File: src/rtl/druaga_pkg.sv
// Shared constants and types for the ROM download path.
package druaga_pkg;

   // Board model codes carried in the download stream's model byte
   localparam logic [2:0] DRUAGA   = 3'd0;
   localparam logic [2:0] SUPERPAC = 3'd5;

   // Base addresses of the ROM regions on the download write bus
   localparam logic [16:0] ROM_MAIN_BASE = 17'h00000;
   localparam logic [16:0] ROM_SUB_BASE  = 17'h10000;
   localparam logic [16:0] ROM_WAVE_BASE = 17'h13500;

   // Download sequencing states
   typedef enum logic [1:0] {
      ST_IDLE,
      ST_LOAD,
      ST_DRAIN,
      ST_DONE
   } dl_state_t;

   // True when the captured model selects the Super Pacman board
   function automatic logic is_superpac(input logic [2:0] model);
      return model == SUPERPAC;
   endfunction

endpackage

File: src/rtl/druaga_rom_loader_dl_fifo.sv
// Synchronous FIFO with occupancy count; head word is visible combinationally.
module dl_fifo
   import druaga_pkg::*;
#(
   parameter int unsigned WIDTH      = 25,
   parameter int unsigned DEPTH_LOG2 = 2
) (
   input  logic                  MCLK,
   input  logic                  RESET,
   input  logic                  wr_en,
   input  logic [WIDTH-1:0]      wr_data,
   input  logic                  rd_en,
   output logic [WIDTH-1:0]      rd_data,
   output logic [DEPTH_LOG2:0]   count,
   output logic                  empty
);

   localparam int unsigned DEPTH = 1 << DEPTH_LOG2;
   localparam logic [DEPTH_LOG2:0] COUNT_FULL = (DEPTH_LOG2 + 1)'(DEPTH);
   localparam logic [DEPTH_LOG2:0] COUNT_ONE  = (DEPTH_LOG2 + 1)'(1);

   logic [WIDTH-1:0]      mem [DEPTH];
   logic [DEPTH_LOG2-1:0] wr_ptr;
   logic [DEPTH_LOG2-1:0] rd_ptr;
   logic                  full;
   logic                  do_wr;
   logic                  do_rd;

   assign full    = (count == COUNT_FULL);
   assign empty   = (count == '0);
   assign do_wr   = wr_en && !full;
   assign do_rd   = rd_en && !empty;
   assign rd_data = mem[rd_ptr];

   // Storage array: written on accepted pushes only, no reset needed
   always_ff @(posedge MCLK) begin
      if (do_wr) begin
         mem[wr_ptr] <= wr_data;
      end
   end

   // Pointers wrap naturally modulo DEPTH; count tracks push/pop balance
   always_ff @(posedge MCLK) begin
      if (RESET) begin
         wr_ptr <= '0;
         rd_ptr <= '0;
         count  <= '0;
      end else begin
         if (do_wr) begin
            wr_ptr <= wr_ptr + 1'b1;
         end
         if (do_rd) begin
            rd_ptr <= rd_ptr + 1'b1;
         end
         case ({do_wr, do_rd})
            2'b10:   count <= count + COUNT_ONE;
            2'b01:   count <= count - COUNT_ONE;
            default: count <= count;
         endcase
      end
   end

endmodule

File: src/rtl/druaga_rom_loader.sv
// Download stream to ROM write bus: filter, buffer, capture model, paced replay.
module druaga_rom_loader
   import druaga_pkg::*;
#(
   parameter logic [16:0] ROM_TOP    = 17'h1FFFF,
   parameter logic [24:0] MODEL_ADDR = 25'h20000,
   parameter int unsigned GAP        = 3,
   parameter int unsigned DEPTH_LOG2 = 2
) (
   input  logic        MCLK,
   input  logic        RESET,
   input  logic        DL_ACTIVE,
   input  logic        DL_WR,
   input  logic [24:0] DL_ADDR,
   input  logic [7:0]  DL_DATA,
   output logic        DL_WAIT,
   output logic        ROMCL,
   output logic [16:0] ROMAD,
   output logic [7:0]  ROMDT,
   output logic        ROMEN,
   output logic [2:0]  MODEL,
   output logic        DL_DONE,
   output logic [15:0] CHKSUM
);

   localparam int unsigned DEPTH = 1 << DEPTH_LOG2;
   localparam int unsigned GAP_W = (GAP > 1) ? $clog2(GAP) : 1;
   localparam logic [GAP_W-1:0]    GAP_RELOAD = GAP_W'(GAP - 1);
   localparam logic [DEPTH_LOG2:0] WAIT_LEVEL = (DEPTH_LOG2 + 1)'(DEPTH - 1);

   dl_state_t             state;
   dl_state_t             state_nx;
   logic                  act_q;
   logic                  act_rise;
   logic                  act_fall;
   logic                  in_rom;
   logic                  is_model;
   logic                  push;
   logic                  pop;
   logic                  start;
   logic [24:0]           head;
   logic [DEPTH_LOG2:0]   fifo_count;
   logic                  fifo_empty;
   logic [GAP_W-1:0]      gap_cnt;

   assign ROMCL    = MCLK;
   assign DL_DONE  = (state == ST_DONE);

   assign act_rise = DL_ACTIVE && !act_q;
   assign act_fall = !DL_ACTIVE && act_q;
   assign in_rom   = (DL_ADDR <= 25'(ROM_TOP));
   assign is_model = (DL_ADDR == MODEL_ADDR);
   assign push     = DL_WR && in_rom;

   dl_fifo #(
      .WIDTH      (25),
      .DEPTH_LOG2 (DEPTH_LOG2)
   ) u_fifo (
      .MCLK    (MCLK),
      .RESET   (RESET),
      .wr_en   (push),
      .wr_data ({DL_ADDR[16:0], DL_DATA}),
      .rd_en   (pop),
      .rd_data (head),
      .count   (fifo_count),
      .empty   (fifo_empty)
   );

   // Registered copy of DL_ACTIVE for edge detection, plus the state register
   always_ff @(posedge MCLK) begin
      if (RESET) begin
         act_q <= 1'b0;
         state <= ST_IDLE;
      end else begin
         act_q <= DL_ACTIVE;
         state <= state_nx;
      end
   end

   // Next-state decode and pop qualification
   always_comb begin
      state_nx = state;
      start    = 1'b0;
      pop      = 1'b0;
      case (state)
         ST_IDLE: begin
            if (act_rise) begin
               start    = 1'b1;
               state_nx = ST_LOAD;
            end
         end
         ST_LOAD: begin
            pop = !fifo_empty && (gap_cnt == '0);
            if (act_fall) begin
               state_nx = ST_DRAIN;
            end
         end
         ST_DRAIN: begin
            pop = !fifo_empty && (gap_cnt == '0);
            // A restarted download resumes loading; DONE only once fully drained
            if (act_rise) begin
               state_nx = ST_LOAD;
            end else if (fifo_empty && (gap_cnt == '0)) begin
               state_nx = ST_DONE;
            end
         end
         ST_DONE: begin
            state_nx = ST_IDLE;
         end
         default: begin
            state_nx = ST_IDLE;
         end
      endcase
   end

   // ROM write bus, pacing counter and running checksum
   always_ff @(posedge MCLK) begin
      if (RESET) begin
         ROMEN   <= 1'b0;
         ROMAD   <= '0;
         ROMDT   <= '0;
         CHKSUM  <= '0;
         gap_cnt <= '0;
      end else begin
         ROMEN <= pop;
         if (start) begin
            CHKSUM  <= '0;
            gap_cnt <= '0;
         end else if (pop) begin
            ROMAD   <= head[24:8];
            ROMDT   <= head[7:0];
            CHKSUM  <= CHKSUM + {8'h00, head[7:0]};
            gap_cnt <= GAP_RELOAD;
         end else if (gap_cnt != '0) begin
            gap_cnt <= gap_cnt - 1'b1;
         end
      end
   end

   // Model byte capture and registered backpressure flag
   always_ff @(posedge MCLK) begin
      if (RESET) begin
         MODEL   <= '0;
         DL_WAIT <= 1'b0;
      end else begin
         if (DL_WR && is_model) begin
            MODEL <= DL_DATA[2:0];
         end
         DL_WAIT <= (fifo_count >= WAIT_LEVEL);
      end
   end

endmodule

File: config.mk
export PLATFORM = sky130hd
export DESIGN_NAME = druaga_rom_loader
export DESIGN_NICKNAME = d
export VERILOG_FILES = /design/src/rtl/druaga_pkg.sv /design/src/rtl/druaga_rom_loader_dl_fifo.sv /design/src/rtl/druaga_rom_loader.sv
export SDC_FILE = /design/constraint.sdc
export NUM_CORES = 1
export LEC_CHECK = 0
export ABC_CLOCK_PERIOD_IN_PS = 7400
export BUFFER_PORTS_ARGS = -buffer_cell sky130_fd_sc_hd__buf_2
export CORE_ASPECT_RATIO = 0.5
export CORE_UTILIZATION = 40
export CTS_CLUSTER_DIAMETER = 120
export DETAILED_ROUTE_END_ITERATION = 7
export PLACE_DENSITY = 0.6
export SLEW_MARGIN = 30
export SYNTH_ARGS = -nofsm -noshare
export SYNTH_HDL_FRONTEND = slang
export SYNTH_SLANG_ARGS = --single-unit
File: constraint.sdc
create_clock -name MCLK -period 7.4 [get_ports MCLK]
set_input_delay 0.37 -clock MCLK [delete_from_list [all_inputs] [get_ports MCLK]]
set_output_delay 0.37 -clock MCLK [all_outputs]
set_load 0.005 [all_outputs]
=== Word level (Yosys, flattened, before mapping) ===
Memories as Yosys holds them, arrays and structs flattened. A register that Yosys moved wholly into a read port is not among the register bits.
Cells that the tools add are included.

* Register bits: 58
* Output and inout port bits: 48
* Memories kept: 1
* Input port bits: 37
* Word-level logic and storage cells: 71
* RAM bits: 100

{| class="wikitable"
|+ Memory list
! name !! words !! bits a word !! rd ports !! clocked after Yosys merged registers in !! wr ports !! line !! source
|-
| u_fifo.mem || 4 || 25 || 1 || 1 || 1 || druaga_rom_loader_dl_fifo.sv:22 || <nowiki>logic [WIDTH-1:0] mem [DEPTH];</nowiki>
|}

* $lt $le $gt $ge: 2
* Multiplexer cells: 15
* Bitwise logic cells: 1
* Reductions and logical operators: 23
* Equal/unequal tests: 10
* $add $sub $neg: 6

{| class="wikitable"
|+ Operators by type and width
! operator !! count
|-
| $eq 25x18->1 const B || 1
|-
| $le 25x17->1 const B || 1
|-
| $add 16x8->16 || 1
|-
| $mux 2 || 8
|-
| $logic_and 1x1->1 || 8
|-
| $pmux 2 s4 || 1
|-
| $eq 2x2->1 const B || 3
|-
| $pmux 3 s2 || 1
|-
| $reduce_bool 2->1 || 3
|-
| $mux 1 || 5
|-
| $add 2x1->2 const B || 2
|-
| $eq 2x1->1 const B || 2
|-
| $logic_not 1->1 || 4
|-
| $logic_not 2->1 || 2
|-
| $ne 2x2->1 const B || 2
|-
| $reduce_or 2->1 || 2
|-
| $add 3x1->3 const B || 1
|-
| $eq 3x3->1 const B || 1
|-
| $ge 3x2->1 const B || 1
|-
| $logic_not 3->1 || 1
|-
| $ne 3x3->1 const B || 1
|-
| $reduce_and 3->1 || 1
|-
| $reduce_or 3->1 || 1
|-
| $sub 3x1->3 const B || 1
|-
| other kinds (3) || 3
|}

=== Logic depth before layout (Yosys ltp) ===
* Depth after elaboration: 7
* Mapped depth: 12
* Mapped depth without buffers: 10

=== Cells and area by module ===
From an unflattened synthesis, not the netlist that was laid out.

* Cell total of the unflattened synthesis: 488
* Area total of the unflattened synthesis: 6,668.9 µm²

{| class="wikitable"
|+ Modules (own cells, without submodules)
! module !! seq. area each (µm²) !! times used !! cells each !! area an instance (µm²)
|-
| dl_fifo || 3,183.1 || 1 || 184 || 4,134.0
|-
| druaga_rom_loader || 1,021.0 || 1 || 304 || 2,534.9
|}

==> qor.yml <==
status: "finished clean"
wl_per_cell_um: 16.5
synth.avg_cell_area_um2: 13.8
vias_per_cell: 5.09
end_kind: "output pin"
tightest_slew_ns: 0.899
post_synth_num_cell_types: 44
die_area_um2: 16500
diodes: 0
synth_edf_count: 100
syn-cell-area_um2: 6400
drc: 0
grtUsageTotal: 0.169
yosysMostFrequentCell: "edfxtp_1"
ys_async_sr_fraction: 0
die_y_um: 91.4
synth_area_leaders: "edfxtp_1 47%, dfxtp_1 19%, mux4_2 8.8%"
cp_max_fo: 2
yosysSeqAreaShare: 0.657
grt_antenna_before_repair: 0
rows: 32
place_congestion: 0.786
area_growth_pct: 19.8
drv_slew: 0
syn_nets: 521
peakVddDrop_uv: 174
ys_warn_count: 0
ant_nets: 0
fp.coreArea_um2: 15500
final_nets: 610
synth-simple-area-share: 0.0999
hold_viol: 0
cap_violations: 0
crit_required_ns: 7.03
yosys.area_share.xor_xnor: 0.0164
worstHoldPathType: "in -> reg"
critPathKind: "clk -> out"
dpl.hpwl_um: 8290
power_density_nw_per_um2: 258
netlist_instances: 464
initial_utilization: 0.412
muxShareOfSynthArea: 0.0942
tritoncts: "done"
cts_resized: 0
drtIter0Drc: 247
synth_compound_area_frac: 0.0682
crit_path_start_kind: "clock port"
yosysTopAreaCellShare: 0.469
synth_top_cell_by_area: "edfxtp_1"
ys_ff_latch: 160
synthAdderAreaFrac: 0.0414
drt_pass1_iterations: 4
finalWorstSetupSlack_ns: 2.97
yosys-top-cells-count: "100 x edfxtp_1, 72 x nand2_1, 60 x dfxtp_1"
die_width_um: 181
numPortBuffers: 84
ios: 85
p_leak_nw: 2.73
grt_pass1_wl_um: 20300
drive_gt1_frac: 0.272
ys.flop_type: "edfxtp_1"
grt_max_degree: 44
synth_top_family_by_area: "simple AND/OR/NAND/NOR gates"
setup_viol: 0
routed_wl_um: 12700
num_vias: 3920
rsz0062_at_grt: "no"
place_ws_ns: 3.23
tns_ns: 0
clk-insertion-delay-late_ns: 0.53
cts_setup_buffers: 0
holdBufCountCts: 0
overflow: 0
arrival_ns: 4.06
finalClockSkew_ns: 0.00922
clkTransAtPathRegs_ns: 0.06
max_slew_margin: 0.400
first_global_vias: 3793
placed cells by master, fill, tap and decap left out, types with 3 or more instances in the layout:
cell,Yosys,layout
clkinv_1,0,3
inv_1,9,9
nand2b_1,3,3
o211ai_1,4,4
mux4_2,25,25
dfxtp_1,60,59
buf_4,3,5
mux2i_1,4,4
buf_2,6,84
and2_1,8,7
nand2_1,72,72
edfxtp_1,100,100
xnor2_1,5,5
inv_6,0,3
o21ai_0,9,9
a211oi_1,5,5
nor2_1,18,18
xor2_1,7,7
a21oi_1,50,50
nor4_1,4,4
ha_1,18,18
or3_1,7,7
nand3_1,4,4
clkbuf_16,0,20
per-stage QoR:
stage	hold slack [ns]	utilization	power, W	area [µm²]	instances
after global routing	0.0536	0.494	0.00204	7670	770
final	0.0624	0.494	0.00198	7670	770
after floorplan	0.441	-	0.00103	6400	464
after detailed placement	0.443	0.451	0.00105	7010	735
after global placement	0.441	0.451	0.00105	7010	735
after CTS	0.0470	0.493	0.00199	7660	770
sequential cells by signal, summed over array words and instances (netlist names), 3 cells and up, named ones only:
name          cells
ROMDT             8
u_fifo.mem      100
CHKSUM           16
MODEL             3
ROMAD            17
u_fifo.count      3
layout make-up:
| type | count | area [µm²] |
|---|---|---|
| Clock inverter | 15 | 158 |
| Sequential cell | 160 | 4210 |
| Multi-Input combinational cell | 272 | 2050 |
| Timing Repair Buffer | 88 | 453 |
| Inverter | 10 | 37.5 |
| Clock buffer | 21 | 505 |
| Fill cell | 1376 | 7870 |
| Tap cell | 204 | 255 |
kinds of logic (layout without fill, tap and decap cells):
group / count (synthesis) / count (layout)
and+or+nand+nor: 134 / 134
adders and majority gates: 20 / 20
AOI/OAI and AO/OA: 77 / 77
muxes: 29 / 29
xor gates and xnor gates: 12 / 12
buffers and inverters: 32 / 134
DFF: 160 / 160
worst max-delay path: stages:
cell and delay [ns]:
clkbuf_16 0.12, clkbuf_16 0.13, buf_2 0.11
layer usage:
layer	wire [µm]	vias to the layer above	GRT usage
met4	194	0	0.0883
met2	5800	74	0.248
met3	618	13	0.0614
met5	0	-	0
li1	-	1900	-
met1	6100	1933	0.218
final timing paths:
check	start	end	slack (ns)	cells past startpoint
worst min register to register	ROMDT[6]	ROMDT[6]	0.45	2
worst max register to register	flip-flop	CHKSUM[14]	4.41	7
worst max-delay path	MCLK	ROMCL	2.97	3
worst min-delay path	DL_DATA[6]	u_fifo.mem[2][6]	0.06	1
where the power goes:
group | total, W | switching (W) | internal [W] | leakage, nW
clock network | 0.000950 | 0.000376 | 0.000573 | 0.321
logic | 0.0000704 | 0.0000445 | 0.0000259 | 1.02
registers | 0.000955 | 0.00000473 | 0.000950 | 1.38
No activity file was read; power rests on OpenSTA's default activity.
